==> src/rtl/register_bank.sv <==
// Bank of NUM_REGS registers: one write port with load/inc/dec,
// one masked bus read port, and registered carry/zero flags.
//
// Ports:
//   i_clk, i_rst        clock, synchronous active-high reset
//   i_load/i_inc/i_dec  write ops on register i_wsel
//   i_wsel, i_D         write select and write data
//   i_enable            drive selected register onto o_Q
//   i_only_lower        zero o_Q bits [WIDTH-1:LOW_BITS]
//   i_rsel              read select
//   o_Q                 bus read data (combinational)
//   o_carry, o_zero     flags from the last load/inc/dec
module register_bank #(
   parameter int unsigned WIDTH    = 8,
   parameter int unsigned NUM_REGS = 4,
   parameter int unsigned LOW_BITS = 4,
   parameter logic [WIDTH-1:0] RST_VAL = '0,
   localparam int unsigned SEL_W = $clog2(NUM_REGS)
) (
   input  logic             i_clk,
   input  logic             i_rst,
   input  logic             i_load,
   input  logic             i_inc,
   input  logic             i_dec,
   input  logic [SEL_W-1:0] i_wsel,
   input  logic [WIDTH-1:0] i_D,
   input  logic             i_enable,
   input  logic             i_only_lower,
   input  logic [SEL_W-1:0] i_rsel,
   output logic [WIDTH-1:0] o_Q,
   output logic             o_carry,
   output logic             o_zero
);

   localparam logic [WIDTH-1:0] LOW_MASK =
      ~({WIDTH{1'b1}} << LOW_BITS);

   logic [WIDTH-1:0] regs [NUM_REGS];
   logic             carry_q;
   logic             zero_q;

   logic             wsel_ok;
   logic             rsel_ok;
   logic [WIDTH-1:0] cur;
   logic [WIDTH-1:0] nxt;
   logic             we;
   logic             carry_n;
   logic             zero_n;
   logic [WIDTH-1:0] rd;

   // Select range checks only matter when the bank
   // size is not a power of two.
   if (NUM_REGS == (1 << SEL_W)) begin : g_full
      assign wsel_ok = 1'b1;
      assign rsel_ok = 1'b1;
   end else begin : g_part
      localparam logic [SEL_W-1:0] LAST = SEL_W'(NUM_REGS - 1);
      assign wsel_ok = (i_wsel <= LAST);
      assign rsel_ok = (i_rsel <= LAST);
   end

   always_comb begin
      cur     = '0;
      nxt     = '0;
      we      = 1'b0;
      carry_n = carry_q;
      zero_n  = zero_q;
      if (wsel_ok) begin
         cur = regs[i_wsel];
         if (i_load) begin
            we      = 1'b1;
            nxt     = i_D;
            carry_n = 1'b0;
            zero_n  = (i_D == '0);
         end else if (i_inc && !i_dec) begin
            we      = 1'b1;
            nxt     = cur + 1'b1;
            carry_n = &cur;
            zero_n  = (nxt == '0);
         end else if (i_dec && !i_inc) begin
            we      = 1'b1;
            nxt     = cur - 1'b1;
            carry_n = (cur == '0);
            zero_n  = (nxt == '0);
         end
      end
   end

   always_ff @(posedge i_clk) begin
      if (i_rst) begin
         for (int i = 0; i < int'(NUM_REGS); i++) begin
            regs[i] <= RST_VAL;
         end
         carry_q <= 1'b0;
         zero_q  <= (RST_VAL == '0);
      end else if (we) begin
         regs[i_wsel] <= nxt;
         carry_q      <= carry_n;
         zero_q       <= zero_n;
      end
   end

   always_comb begin
      rd = '0;
      if (rsel_ok) begin
         rd = regs[i_rsel];
      end
      if (i_only_lower) begin
         rd = rd & LOW_MASK;
      end
      o_Q = i_enable ? rd : '0;
   end

   assign o_carry = carry_q;
   assign o_zero  = zero_q;

endmodule
==> config.mk <==
export PLATFORM = sky130hd
export DESIGN_NAME = register_bank
export DESIGN_NICKNAME = d
export VERILOG_FILES = /design/src/rtl/register_bank.sv
export SDC_FILE = /design/constraint.sdc
export NUM_CORES = 1
export LEC_CHECK = 0
export ABC_AREA = 1
export CORE_ASPECT_RATIO = 1.25
export CORE_UTILIZATION = 25
export DETAILED_ROUTE_END_ITERATION = 8
export PLACE_DENSITY = 0.48
export SLEW_MARGIN = 20
export SYNTH_ARGS = -nofsm -noshare
export SYNTH_HDL_FRONTEND = slang
export SYNTH_SLANG_ARGS = --single-unit
==> constraint.sdc <==
create_clock -name i_clk -period 2.7 [get_ports i_clk]
set_clock_uncertainty 0.15 [all_clocks]
set_input_delay 0.81 -clock i_clk [delete_from_list [all_inputs] [get_ports i_clk]]
set_output_delay 0.81 -clock i_clk [all_outputs]
set_load 0.02 [all_outputs]
======== After elaboration in Yosys (flattened, before gate mapping) ========
Memory sizes are Yosys's and may differ from the RTL's.
Cells that the tools add are included.
Widths: inputs -> output; s select.
cells by class
  add/subtract/negate cells ............... 2
  muxes and demuxes ....................... 22
  reduce and logical (&&, ||, !) cells .... 12
operators by type and width
  kind                 count
  $mux 8               6
  $logic_not 8->1      4
  $mux 1               15
  $add 8x1->8 const B  1
  $reduce_and 8->1     1
  $reduce_or 8->1      1
  $sub 8x1->8 const B  1
  $reduce_bool 3->1    1
  $logic_and 1x1->1    2
  $logic_not 1->1      2
  $mux 2               1
  $reduce_and 2->1     1
word-level totals
  register bits after elaboration ......... 2
  memory bits (writable) .................. 32
  input port bits ......................... 19
  output and inout port bits .............. 10
  logic and storage cells ................. 39
  memories ................................ 1
memories
  name  words  bits a word  read ports  clocked after memory_dff  wr ports  line  RTL
  regs  4      8            2           0                         4         38    logic [WIDTH-1:0] regs [NUM_REGS];

======== Depth between registers and ports, before layout ========
Gate-level depths: netlist of the first run.
  depth in word-level cells ............... 10
  depth in mapped cells ................... 17
  mapped depth without buffers ............ 16

======== Least setup slack after synthesis of the first run ========
Ideal clock, no wire load.
  path type ............................... in2out
  start ................................... input i_rsel[1]
  end ..................................... output o_Q[0]
  arrival ................................. 1.757 ns
  data required time ...................... 1.740 ns
  path slack .............................. -0.017 ns
  stages on the path ...................... 5
  path buffers ............................ 1
  path through ............................ clkbuf_1 -> inv_1 -> a21oi_1 -> o21ai_0 -> a21oi_1
between the ends
  word-level cells in the longest chain between the ends .. 3
ends and longest elaborated chain
  item                line  RTL
  start: declaration  29    input logic [SEL_W-1:0] i_rsel,
  $mem_v2 4x8         -
  $mux 8              108   if (i_only_lower) begin
  $mux 8              111   o_Q = i_enable ? rd : '0;
  end: declaration    30    output logic [WIDTH-1:0] o_Q,
Every way passes these cells.

======== Worst setup path after layout of the first run ========
  start ................................... input i_rsel[0]
  end ..................................... output o_Q[6]
Same word-level chain as after synthesis.

==> results of run 1 <==
## worst max-delay path, delay by kind of cell
family | cells | cell delay [ns]
buffers and inverters | 5 | 0.60
AOI/OAI and AO/OA | 2 | 0.21
## repair_timing
item / in CTS / in global routing
gates cloned: 1 / 0
buffers inserted: 3 / 0
gates resized for setup: 81 / 28
endpoints found under the hold margin: 0 / 0
pin swaps: 5 / 5
hold buffers: 0 / 0
endpoints found under the setup margin: 42 / 56
## cells in the mapped netlist
| cell | n | share of area [%] |
|---|---|---|
| sky130_fd_sc_hd__o221ai_1 | 1 | 0.33 |
| sky130_fd_sc_hd__nor2_4 | 4 | 1.7 |
| sky130_fd_sc_hd__nand3b_1 | 1 | 0.28 |
| sky130_fd_sc_hd__nor4_1 | 1 | 0.24 |
| sky130_fd_sc_hd__nor3_1 | 2 | 0.38 |
| sky130_fd_sc_hd__o21ai_0 | 23 | 4.4 |
| sky130_fd_sc_hd__nor2_2 | 4 | 0.95 |
| sky130_fd_sc_hd__nand2_4 | 4 | 1.7 |
| sky130_fd_sc_hd__or2_2 | 2 | 0.47 |
| sky130_fd_sc_hd__clkbuf_1 | 3 | 0.43 |
| sky130_fd_sc_hd__o211ai_1 | 1 | 0.28 |
| sky130_fd_sc_hd__nand2_2 | 8 | 1.9 |
| sky130_fd_sc_hd__nand3_1 | 27 | 5.1 |
| sky130_fd_sc_hd__nand4_1 | 3 | 0.71 |
| sky130_fd_sc_hd__edfxtp_1 | 32 | 36 |
| sky130_fd_sc_hd__xor2_1 | 1 | 0.33 |
| sky130_fd_sc_hd__o31ai_1 | 1 | 0.28 |
| sky130_fd_sc_hd__buf_4 | 1 | 0.28 |
| sky130_fd_sc_hd__inv_2 | 4 | 0.57 |
| sky130_fd_sc_hd__buf_2 | 3 | 0.57 |
| sky130_fd_sc_hd__nand3_2 | 7 | 2.7 |
| sky130_fd_sc_hd__nor2_1 | 62 | 8.8 |
| sky130_fd_sc_hd__clkinv_1 | 1 | 0.14 |
| sky130_fd_sc_hd__ha_1 | 6 | 2.8 |
| sky130_fd_sc_hd__a21oi_1 | 28 | 5.3 |
| sky130_fd_sc_hd__buf_6 | 3 | 1.3 |
| sky130_fd_sc_hd__nand2_1 | 81 | 12 |
| sky130_fd_sc_hd__dfxtp_1 | 2 | 1.5 |
| sky130_fd_sc_hd__o21ai_1 | 2 | 0.38 |
| sky130_fd_sc_hd__o21ai_2 | 2 | 0.66 |
| sky130_fd_sc_hd__inv_1 | 53 | 7.5 |
## cell type report
cell class                 instances  area, um2
timing repair buffer             103      848.3
multi-input combinational        271       1505
clock buffer                       5      125.1
inverter                          58      221.5
clock inverter                     3      21.27
fill                            1080       6274
tap                              129      161.4
sequential                        34       1001
## power groups by stage
stage                     logic [mW]  registers [mW]  clock network (mW)
after floorplan                0.269           0.639                   0
after global placement         0.513           0.646                   0
after detailed placement       0.514           0.645                   0
after CTS                      0.541           0.636               0.576
after global routing           0.607           0.639               0.600
final                          0.550           0.636               0.572
## metrics by stage
stage / setup WS [ns] / utilization, % / cell area [um2] / setup TNS, ns / cells
6_report: 0.1119 / 38.24 / 3884 / 0 / 603
5_1_grt: 0.003851 / 38.24 / 3884 / 0 / 603
4_1_cts: 0.00005207 / 37.78 / 3837 / 0 / 603
3_5_place_dp: -0.7815 / 35.45 / 3601 / -28.11 / 591
3_3_place_gp: -0.7513 / 35.45 / 3601 / -27.79 / 591
2_1_floorplan: 0.04330 / - / 2669 / 0 / 373
## path summary, 6_finish.rpt
kind | startpoint | endpoint | cells after the start
min reg2reg | o_carry | o_carry | 2
max | i_rsel[0] | o_Q[6] | 7
min | o_carry | o_carry | 2
max reg2reg | regs[3][0] | regs[1][4] | 13
## sequential cells by signal (all words and copies together), names as in the netlist
register  cells
o_carry       1
o_zero        1
regs         32
## layer usage
layer	global-route usage [%]	up-vias	part of all wire, %
met4	5.949	0	2.2
met2	28.18	57	51
met1	20.14	1205	44
met3	1.809	12	3.2
li1	-	1400	-
met5	0	-	0
## cell families after synthesis
logic type / count (synthesis) / share of synthesized area (%)
simple gates: 206 / 36.46
buf+inv: 68 / 10.81
compound gates: 58 / 11.62
flops: 34 / 37.93
fa+ha+maj: 6 / 2.845
xor+xnor: 1 / 0.3320
==> run_summary.xml, run 1 <==
<?xml version="1.0" encoding="UTF-8"?>
<metrics>
  <group name="cts">
    <metric name="clkTransAtPathRegs" unit="ns">0.06</metric>
    <metric name="cts-root-buf" unit="">sky130_fd_sc_hd__clkbuf_16</metric>
    <metric name="cts.sinks" unit="">34</metric>
    <metric name="maximum_buffer_depth_of_the_clock_tree" unit="">2</metric>
    <metric name="cts_tree" unit="">done</metric>
    <metric name="cts_max_level" unit="">2</metric>
    <metric name="numCtsBuffers" unit="">5</metric>
    <metric name="worstSkewPairLatency" unit="ns">0.28</metric>
  </group>
  <group name="setup_path">
    <metric name="crit_chain" unit="">buf_2, inv_2, buf_12, buf_4, o21ai_2, a21oi_2, buf_4</metric>
    <metric name="cp-start-kind" unit="">primary input</metric>
    <metric name="worst-setup-path-type" unit="">primary input to output pin</metric>
    <metric name="cp_arrival" unit="ns">1.63</metric>
    <metric name="cpMaxStageDelayCell" unit="">sky130_fd_sc_hd__buf_4</metric>
    <metric name="crit_fanout" unit="">14</metric>
    <metric name="reg2reg_slack" unit="ns">0.51</metric>
    <metric name="required" unit="ns">1.74</metric>
    <metric name="critPathMostFrequentCell" unit="">sky130_fd_sc_hd__buf_4</metric>
    <metric name="endpoint_kind" unit="">output pin</metric>
    <metric name="critPathMaxStageDelay" unit="ns">0.15</metric>
  </group>
  <group name="power_and_ir_drop">
    <metric name="power.leakage" unit="nW">1.790</metric>
    <metric name="netSwitchingPower" unit="mW">0.5566</metric>
    <metric name="total_power" unit="mW">1.758</metric>
    <metric name="p_clk_share" unit="%">32.5</metric>
    <metric name="p_comb_share" unit="%">31.3</metric>
    <metric name="maximum_ir_drop_on_the_vdd_rail" unit="mV">0.2793</metric>
    <metric name="sequentialPowerShare" unit="%">36.2</metric>
    <metric name="intPower" unit="mW">1.202</metric>
    <metric name="power.density" unit="mW/mm2">452.7</metric>
    <metric name="netSwitchingFraction" unit="%">31.65</metric>
  </group>
  <group name="floorplanning">
    <metric name="placeableCoreArea" unit="mm2">0.01016</metric>
    <metric name="ios" unit="">29</metric>
    <metric name="dieArea" unit="mm2">0.01097</metric>
    <metric name="fp.dieW" unit="um">93.89</metric>
    <metric name="rows" unit="">41</metric>
    <metric name="die_h" unit="um">116.9</metric>
    <metric name="start_util" unit="%">25.98</metric>
  </group>
  <group name="drt">
    <metric name="routedWlPerCell" unit="um">13.55</metric>
    <metric name="vias_per_cell" unit="">4.434</metric>
    <metric name="drt_iter0_drc" unit="">143</metric>
    <metric name="drt.antenna.violating_nets" unit="">0</metric>
    <metric name="drt_first_pass_iters" unit="">4</metric>
    <metric name="count_of_vias_placed_by_the_detailed_router" unit="">2674</metric>
    <metric name="drt-total-wl" unit="um">8168</metric>
    <metric name="detail_route.drc_violations" unit="">0</metric>
  </group>
  <group name="sta">
    <metric name="finalHoldViolCount" unit="">0</metric>
    <metric name="final_max_slew_viol_count" unit="">0</metric>
    <metric name="worst_slew_margin" unit="%">69.98</metric>
    <metric name="final_period_minus_worst_setup_slack" unit="ns">2.588</metric>
    <metric name="grt_setup_unrepaired" unit="">no</metric>
    <metric name="worstMarginPinSlew" unit="ns">0.4484</metric>
    <metric name="timing.final.crit_share" unit="%">95.86</metric>
    <metric name="setup-violations-final" unit="">0</metric>
    <metric name="finalHoldWorstSlack" unit="ns">0.3210</metric>
    <metric name="fmaxAchievable" unit="MHz">386.4</metric>
  </group>
  <group name="global_routing">
    <metric name="first_global_vias" unit="">2614</metric>
    <metric name="globalRouteTotalUtil" unit="%">16.02</metric>
    <metric name="grt_first_pass_wirelength" unit="um">13340</metric>
    <metric name="grt_remaining_overflow" unit="">0</metric>
    <metric name="antenna_violations_before_repair" unit="">0</metric>
    <metric name="grt_max_degree" unit="">15</metric>
  </group>
  <group name="place">
    <metric name="dp.final_hpwl" unit="um">6626</metric>
    <metric name="portBuffers" unit="">28</metric>
    <metric name="gp_routability_congestion" unit="">0.9138</metric>
  </group>
  <group name="final_layout">
    <metric name="area_growth_syn_to_layout" unit="%">47.18</metric>
    <metric name="nNetsFinal" unit="">498</metric>
    <metric name="final_layout_size_suffix_gt1_share" unit="%">35.44</metric>
    <metric name="commonest_cells_after_routing_fill_and_taps_aside" unit="">sky130_fd_sc_hd__nand2_1, sky130_fd_sc_hd__buf_4, sky130_fd_sc_hd__nor2_1</metric>
    <metric name="num_antenna_cells" unit="">0</metric>
  </group>
  <group name="job">
    <metric name="drv.max_cap_violation_count" unit="">0</metric>
  </group>
  <group name="synth">
    <metric name="syn-num-nets" unit="">398</metric>
    <metric name="yosysSeqAreaShare" unit="%">37.93</metric>
    <metric name="synth-seq-cells" unit="">34</metric>
    <metric name="post_synth.cell_area_avg" unit="um2">7.074</metric>
    <metric name="yosysWarnings" unit="">0</metric>
    <metric name="synth_area" unit="mm2">0.002639</metric>
    <metric name="synthesis.instances" unit="">373</metric>
    <metric name="synth_cell_types" unit="">31</metric>
  </group>
  <group name="worst_hold_path">
    <metric name="timing.hold.worst.class" unit="">flip-flop to flip-flop</metric>
  </group>
  <group name="run_status">
    <metric name="status" unit="">finished clean</metric>
  </group>
</metrics>
Power figures use the tool's default switching activity.
==> run 2, diff against run 1 <==
ABC_AREA = not set   (was 1)
HOLD_SLACK_MARGIN = 0.12   (was not set)
PLACE_DENSITY = 0.49   (was 0.48)
==> run_summary.xml, run 2 <==
<?xml version="1.0" encoding="UTF-8"?>
<metrics>
  <group name="setup_path">
    <metric name="cp_arrival" unit="ns">2.68</metric>
    <metric name="cpMaxStageDelayCell" unit="">sky130_fd_sc_hd__mux4_2</metric>
    <metric name="crit_fanout" unit="">5</metric>
    <metric name="required" unit="ns">2.57</metric>
    <metric name="cp-start-kind" unit="">primary input</metric>
    <metric name="endpoint_kind" unit="">flip-flop</metric>
    <metric name="crit_chain" unit="">buf_12, mux4_2, inv_2, ha_4, nor3b_4, nand2_2, xnor2_2, a221oi_2, buf_4, nor3_1</metric>
    <metric name="reg2regPathDepth" unit="">9</metric>
    <metric name="path_delay_family" unit="">multiplexers</metric>
    <metric name="cell_depth_of_the_worst_setup_path" unit="">10</metric>
    <metric name="critPathMaxStageDelay" unit="ns">0.55</metric>
    <metric name="worst-setup-path-type" unit="">primary input to flip-flop</metric>
    <metric name="critical_path_buf_inv_count" unit="">3</metric>
  </group>
  <group name="synth">
    <metric name="syn-num-nets" unit="">234</metric>
    <metric name="post_synth.cell_area_avg" unit="um2">11.09</metric>
    <metric name="synth.area.top_cells" unit="">sky130_fd_sc_hd__edfxtp_1, sky130_fd_sc_hd__mux4_2, sky130_fd_sc_hd__nor2_1</metric>
    <metric name="synthesis.instances" unit="">209</metric>
    <metric name="synth.most_common_cell" unit="">sky130_fd_sc_hd__edfxtp_1</metric>
    <metric name="yosys.area.top_type_share" unit="%">41.47</metric>
    <metric name="yosysWarnings" unit="">0</metric>
    <metric name="ys_dominant_reg_cell" unit="">sky130_fd_sc_hd__edfxtp_1</metric>
    <metric name="yosysSeqAreaShare" unit="%">43.20</metric>
    <metric name="synth_area" unit="mm2">0.002317</metric>
    <metric name="synth_cell_types" unit="">43</metric>
    <metric name="synth.largest_area_cell" unit="">sky130_fd_sc_hd__edfxtp_1</metric>
    <metric name="number_of_enable_type_register_cells_in_the_synthesized_netlist" unit="">32</metric>
    <metric name="synthArstFlopShare" unit="%">0</metric>
    <metric name="synth-seq-cells" unit="">34</metric>
    <metric name="yosys-top-cells-count" unit="">sky130_fd_sc_hd__edfxtp_1, sky130_fd_sc_hd__nor2_1, sky130_fd_sc_hd__mux4_2, sky130_fd_sc_hd__inv_1, sky130_fd_sc_hd__nand2_1</metric>
  </group>
  <group name="drt">
    <metric name="detail_route.drc_violations" unit="">0</metric>
    <metric name="drt.antenna.violating_nets" unit="">0</metric>
    <metric name="drt_first_pass_iters" unit="">4</metric>
    <metric name="count_of_vias_placed_by_the_detailed_router" unit="">2017</metric>
    <metric name="vias_per_cell" unit="">4.814</metric>
    <metric name="drt_iter0_drc" unit="">69</metric>
    <metric name="routedWlPerCell" unit="um">16.41</metric>
    <metric name="drt-total-wl" unit="um">6876</metric>
  </group>
  <group name="final_layout">
    <metric name="commonest_cells_after_routing_fill_and_taps_aside" unit="">sky130_fd_sc_hd__buf_4, sky130_fd_sc_hd__edfxtp_1, sky130_fd_sc_hd__nor2_1</metric>
    <metric name="final_util" unit="%">39.93</metric>
    <metric name="multi_input_area" unit="mm2">0.001393</metric>
    <metric name="nNetsFinal" unit="">323</metric>
    <metric name="max_flop_register" unit="">regs</metric>
    <metric name="num_antenna_cells" unit="">0</metric>
    <metric name="area_growth_syn_to_layout" unit="%">52.38</metric>
    <metric name="largest_reg_flops" unit="">32</metric>
    <metric name="fin_cells" unit="">419</metric>
    <metric name="total_area_of_sequential_cells" unit="mm2">0.001001</metric>
    <metric name="fillers" unit="">899</metric>
    <metric name="layout.cells.most_common" unit="">sky130_fd_sc_hd__buf_4</metric>
    <metric name="final_layout_size_suffix_gt1_share" unit="%">44.82</metric>
    <metric name="postLayoutCellArea" unit="mm2">0.003531</metric>
  </group>
  <group name="global_routing">
    <metric name="grt_remaining_overflow" unit="">0</metric>
    <metric name="first_global_vias" unit="">2092</metric>
    <metric name="globalRouteTotalUtil" unit="%">15.28</metric>
    <metric name="antenna_violations_before_repair" unit="">0</metric>
    <metric name="grt_first_pass_wirelength" unit="um">10890</metric>
    <metric name="grt_max_degree" unit="">11</metric>
  </group>
  <group name="power_and_ir_drop">
    <metric name="maximum_ir_drop_on_the_vdd_rail" unit="mV">0.2325</metric>
    <metric name="netSwitchingPower" unit="mW">0.4423</metric>
    <metric name="sequentialPowerShare" unit="%">41.3</metric>
    <metric name="power.density" unit="mW/mm2">430.6</metric>
    <metric name="netSwitchingFraction" unit="%">29.09</metric>
    <metric name="power.leakage" unit="nW">1.370</metric>
    <metric name="intPower" unit="mW">1.078</metric>
    <metric name="p_clk_share" unit="%">23.4</metric>
    <metric name="p_comb_share" unit="%">35.4</metric>
    <metric name="total_power" unit="mW">1.520</metric>
  </group>
  <group name="sta">
    <metric name="final_max_slew_viol_count" unit="">0</metric>
    <metric name="grt_setup_unrepaired" unit="">yes</metric>
    <metric name="worst_slew_margin" unit="%">57.25</metric>
    <metric name="timing.final.crit_share" unit="%">104.1</metric>
    <metric name="fmaxAchievable" unit="MHz">355.9</metric>
    <metric name="finalHoldWorstSlack" unit="ns">0.3880</metric>
    <metric name="worstMarginPinSlew" unit="ns">0.6346</metric>
    <metric name="final_period_minus_worst_setup_slack" unit="ns">2.810</metric>
    <metric name="finalHoldViolCount" unit="">0</metric>
    <metric name="finalSetupTns" unit="ns">-0.9954</metric>
    <metric name="setup_ws" unit="ns">-0.1097</metric>
    <metric name="setup-violations-final" unit="">16</metric>
  </group>
  <group name="cts">
    <metric name="cts.sinks" unit="">34</metric>
    <metric name="clkTransAtPathRegs" unit="ns">0.07</metric>
    <metric name="cts_tree" unit="">done</metric>
    <metric name="cts-root-buf" unit="">sky130_fd_sc_hd__clkbuf_8</metric>
    <metric name="maximum_buffer_depth_of_the_clock_tree" unit="">2</metric>
    <metric name="cts_max_level" unit="">2</metric>
    <metric name="hold_buffers" unit="">0</metric>
    <metric name="worstSkewPairLatency" unit="ns">0.28</metric>
    <metric name="numCtsBuffers" unit="">5</metric>
  </group>
  <group name="place">
    <metric name="portBuffers" unit="">28</metric>
    <metric name="dp.final_hpwl" unit="um">5517</metric>
    <metric name="number_of_placed_cells_counting_well_taps" unit="">407</metric>
    <metric name="gp_routability_congestion" unit="">0.7997</metric>
    <metric name="post_dp_cell_area" unit="mm2">0.003274</metric>
    <metric name="place_worst_setup_slack" unit="ns">-1.057</metric>
  </group>
  <group name="run_status">
    <metric name="status" unit="">finished with violations</metric>
    <metric name="violations" unit="">negative setup slack</metric>
  </group>
  <group name="floorplanning">
    <metric name="die_h" unit="um">109.6</metric>
    <metric name="placeableCoreArea" unit="mm2">0.008843</metric>
    <metric name="rows" unit="">38</metric>
    <metric name="fp.dieW" unit="um">88.11</metric>
    <metric name="dieArea" unit="mm2">0.009660</metric>
    <metric name="ios" unit="">29</metric>
    <metric name="start_util" unit="%">26.20</metric>
  </group>
  <group name="worst_hold_path">
    <metric name="hold_depth" unit="">2</metric>
    <metric name="timing.hold.worst.class" unit="">flip-flop to flip-flop</metric>
  </group>
  <group name="job">
    <metric name="drv.max_cap_violation_count" unit="">0</metric>
  </group>
</metrics>
[run 2: worst paths after layout]
check	startpoint	slack, ns	to
max	i_wsel[0]	-0.11	regs[0][6]
min	o_carry	0.39	o_carry
max reg2reg	regs[1][0]	0.14	regs[0][6]
min reg2reg	o_carry	0.39	o_carry
[run 2: what timing repair did]
action / 4_1_cts / 5_1_grt
resized for setup: 72 / 29
pin swaps: 8 / 10
setup buffers: 3 / 3
endpoints found under the hold margin: 0 / 0
setup endpoints to repair: 42 / 49
[run 2: cell families (layout without fill, tap and decap cells)]
group / count (synthesis) / in the layout / share of synthesized area (%)
muxes: 17 / 17 / 16.20
buffers and inverters: 25 / 115 / 4.697
xor gates and xnor gates: 11 / 11 / 4.158
and+or+nand+nor: 88 / 88 / 19.44
AOI/OAI and AO/OA: 28 / 28 / 9.072
DFF: 34 / 34 / 43.20
adders and majority gates: 6 / 6 / 3.240
[run 2: power by group through the flow]
| stage | logic (mW) | clock network, mW | registers [mW] |
|---|---|---|---|
| floorplan | 0.262 | 0 | 0.635 |
| global placement | 0.488 | 0 | 0.638 |
| detailed placement | 0.487 | 0 | 0.639 |
| CTS | 0.507 | 0.362 | 0.627 |
| global route | 0.578 | 0.378 | 0.631 |
| finish | 0.538 | 0.355 | 0.627 |
[run 2: per-layer routing]
layer  vias up  routed length, um  global-route usage [%]
li1        968                  -                       -
met1       998               2983                   18.79
met2        40               3598                   27.46
met3        11                145                   1.502
met4         0                148                   5.645
met5         -                  0                       0
[run 2: final cells by class]
class                      instances  area share [%]
clock inverter                     2          0.2481
clock buffer                       6           2.055
sequential                        34           28.35
inverter                          12           1.276
timing repair buffer              95           24.38
multi-input combinational        150           39.44
tap                              120           4.252
[run 2: worst reg2reg max path, cell delays in order (launching register included)]
cell and delay, ns:
sky130_fd_sc_hd__edfxtp_1 0.40, sky130_fd_sc_hd__mux4_2 0.53, sky130_fd_sc_hd__inv_2 0.12, sky130_fd_sc_hd__ha_4 0.14, sky130_fd_sc_hd__nor3b_4 0.27, sky130_fd_sc_hd__nand2_2 0.10, sky130_fd_sc_hd__xnor2_2 0.14, sky130_fd_sc_hd__a221oi_2 0.23
sky130_fd_sc_hd__buf_4 0.17, sky130_fd_sc_hd__nor3_1 0.05
==> run 3, diff against run 2 <==
CORE_MARGIN = 2   (was not set)
==> run_summary.xml, run 3 (synthesized netlist as in run 2, its figures left out) <==
<?xml version="1.0" encoding="UTF-8"?>
<metrics>
  <group name="sta">
    <metric name="worst_slew_margin" unit="%">53.17</metric>
    <metric name="worstMarginPinSlew" unit="ns">0.6952</metric>
    <metric name="finalSetupTns" unit="ns">-0.8723</metric>
    <metric name="finalHoldViolCount" unit="">0</metric>
    <metric name="grt_setup_unrepaired" unit="">yes</metric>
    <metric name="setup_ws" unit="ns">-0.09142</metric>
    <metric name="final_period_minus_worst_setup_slack" unit="ns">2.791</metric>
    <metric name="fmaxAchievable" unit="MHz">358.2</metric>
    <metric name="final_max_slew_viol_count" unit="">0</metric>
    <metric name="setup-violations-final" unit="">13</metric>
    <metric name="timing.final.crit_share" unit="%">103.4</metric>
  </group>
  <group name="setup_path">
    <metric name="crit_chain" unit="">buf_12, mux4_2, or4_4, or3_4, a21oi_4, o311ai_4, nor2_2</metric>
    <metric name="worst-setup-path-type" unit="">primary input to flip-flop</metric>
    <metric name="crit_fanout" unit="">5</metric>
    <metric name="critPathMaxStageDelay" unit="ns">0.59</metric>
    <metric name="cp_arrival" unit="ns">2.78</metric>
    <metric name="path_delay_family" unit="">simple AND/OR/NAND/NOR gates</metric>
    <metric name="critical_path_buf_inv_count" unit="">1</metric>
    <metric name="endpoint_kind" unit="">flip-flop</metric>
    <metric name="cpMaxStageDelayCell" unit="">sky130_fd_sc_hd__or4_4</metric>
    <metric name="cp-start-kind" unit="">primary input</metric>
    <metric name="required" unit="ns">2.69</metric>
  </group>
  <group name="place">
    <metric name="dp.final_hpwl" unit="um">5706</metric>
    <metric name="portBuffers" unit="">28</metric>
    <metric name="gp_routability_congestion" unit="">0.8133</metric>
    <metric name="post_dp_cell_area" unit="mm2">0.003308</metric>
    <metric name="place_worst_setup_slack" unit="ns">-0.9754</metric>
  </group>
  <group name="final_layout">
    <metric name="fillers" unit="">893</metric>
    <metric name="num_antenna_cells" unit="">0</metric>
    <metric name="postLayoutCellArea" unit="mm2">0.003632</metric>
    <metric name="layout.cells.most_common" unit="">sky130_fd_sc_hd__buf_4</metric>
    <metric name="area_growth_syn_to_layout" unit="%">56.75</metric>
    <metric name="largest_reg_flops" unit="">32</metric>
    <metric name="multi_input_area" unit="mm2">0.001396</metric>
    <metric name="total_area_of_sequential_cells" unit="mm2">0.001001</metric>
    <metric name="commonest_cells_after_routing_fill_and_taps_aside" unit="">sky130_fd_sc_hd__buf_4, sky130_fd_sc_hd__edfxtp_1, sky130_fd_sc_hd__nor2_1</metric>
    <metric name="nNetsFinal" unit="">320</metric>
    <metric name="max_flop_register" unit="">regs</metric>
    <metric name="final_layout_size_suffix_gt1_share" unit="%">45.95</metric>
  </group>
  <group name="cts">
    <metric name="cts.sinks" unit="">34</metric>
    <metric name="maximum_buffer_depth_of_the_clock_tree" unit="">2</metric>
    <metric name="cts_max_level" unit="">2</metric>
    <metric name="numCtsBuffers" unit="">5</metric>
    <metric name="worstSkewPairLatency" unit="ns">0.28</metric>
    <metric name="cts-root-buf" unit="">sky130_fd_sc_hd__clkbuf_16</metric>
    <metric name="cts_setup_buffers" unit="">0</metric>
    <metric name="clkTransAtPathRegs" unit="ns">0.06</metric>
    <metric name="hold_buffers" unit="">0</metric>
    <metric name="cts_tree" unit="">done</metric>
  </group>
  <group name="drt">
    <metric name="count_of_vias_placed_by_the_detailed_router" unit="">2015</metric>
    <metric name="drt_first_pass_iters" unit="">4</metric>
    <metric name="detail_route.drc_violations" unit="">0</metric>
    <metric name="drt-total-wl" unit="um">7025</metric>
    <metric name="routedWlPerCell" unit="um">16.77</metric>
    <metric name="drt_iter0_drc" unit="">56</metric>
    <metric name="vias_per_cell" unit="">4.809</metric>
    <metric name="drt.antenna.violating_nets" unit="">0</metric>
  </group>
  <group name="global_routing">
    <metric name="grt_max_degree" unit="">13</metric>
    <metric name="first_global_vias" unit="">2156</metric>
    <metric name="grt_first_pass_wirelength" unit="um">11150</metric>
    <metric name="grt_remaining_overflow" unit="">0</metric>
    <metric name="antenna_violations_before_repair" unit="">0</metric>
    <metric name="globalRouteTotalUtil" unit="%">14.30</metric>
  </group>
  <group name="floorplanning">
    <metric name="dieArea" unit="mm2">0.01006</metric>
    <metric name="ios" unit="">29</metric>
    <metric name="placeableCoreArea" unit="mm2">0.009076</metric>
    <metric name="die_h" unit="um">111.6</metric>
    <metric name="rows" unit="">39</metric>
    <metric name="fp.dieW" unit="um">90.11</metric>
    <metric name="start_util" unit="%">25.53</metric>
  </group>
  <group name="power_and_ir_drop">
    <metric name="intPower" unit="mW">1.418</metric>
    <metric name="netSwitchingPower" unit="mW">0.4851</metric>
    <metric name="power.density" unit="mW/mm2">524.1</metric>
    <metric name="power.leakage" unit="nW">1.407</metric>
    <metric name="p_comb_share" unit="%">27.2</metric>
    <metric name="maximum_ir_drop_on_the_vdd_rail" unit="mV">0.3075</metric>
    <metric name="netSwitchingFraction" unit="%">25.48</metric>
    <metric name="p_clk_share" unit="%">39.6</metric>
    <metric name="sequentialPowerShare" unit="%">33.1</metric>
  </group>
  <group name="run_status">
    <metric name="status" unit="">finished with violations</metric>
    <metric name="violations" unit="">negative setup slack</metric>
  </group>
  <group name="job">
    <metric name="drv.max_cap_violation_count" unit="">0</metric>
  </group>
  <group name="worst_hold_path">
    <metric name="timing.hold.worst.class" unit="">flip-flop to flip-flop</metric>
  </group>
</metrics>
-- run 3: per-layer routing --
metal,part of all wire [%],up-vias,wire length [um],track usage [%]
met5,0,-,0,0
met4,2.3,0,163,6.564
met3,2.9,13,203,2.097
met2,56,41,3902,26.82
met1,39,1001,2754,15.83
li1,-,960,-,-
-- run 3: area by class of cell --
type	count	share of cell area, %
clock buffers	5	3.445
clock inverters	3	1.895
inverters	12	1.240
multi-input cells	150	38.44
flip-flops and latches	34	27.56
well taps	123	4.237
repair buffers	92	23.18
-- run 3: timing repair --
action,CTS,global route
hold endpoints to repair,0,0
cloned,0,0
resized for setup,75,27
endpoints found under the setup margin,41,51
pin swaps,10,19
-- run 3: worst paths after layout --
path,start,endpoint,slack [ns],cells after the start
hold / removal,o_carry,o_carry,0.38,2
setup reg to reg,regs[3][3],regs[1][5],0.13,6
setup / recovery,i_wsel[0],regs[1][5],-0.09,7
hold reg to reg,o_carry,o_carry,0.38,2
-- run 3: power by group through the flow --
stage | logic, mW | registers, mW | clock network, mW
2_1_floorplan | 0.262 | 0.635 | 0
3_3_place_gp | 0.487 | 0.639 | 0
3_5_place_dp | 0.485 | 0.641 | 0
4_1_cts | 0.502 | 0.631 | 0.769
5_1_grt | 0.556 | 0.635 | 0.780
6_report | 0.518 | 0.631 | 0.755
-- run 3: metrics by stage --
step	std cells	power, mW	utilization, %	hold WS, ns
2_1_floorplan	209	0.8967	-	0.4179
6_report	419	1.904	40.02	0.3824
3_5_place_dp	414	1.127	36.45	0.3688
4_1_cts	420	1.901	39.03	0.3770
5_1_grt	419	1.970	40.02	0.4141
3_3_place_gp	414	1.126	36.45	0.3481
-- run 3: worst reg2reg max path: stages (launching register included) --
cell	delay [ns]
sky130_fd_sc_hd__edfxtp_1	0.40
sky130_fd_sc_hd__mux4_2	0.51
sky130_fd_sc_hd__or4_4	0.59
sky130_fd_sc_hd__or3_4	0.36
sky130_fd_sc_hd__a21oi_4	0.17
sky130_fd_sc_hd__o311ai_4	0.13
sky130_fd_sc_hd__nor2_2	0.12
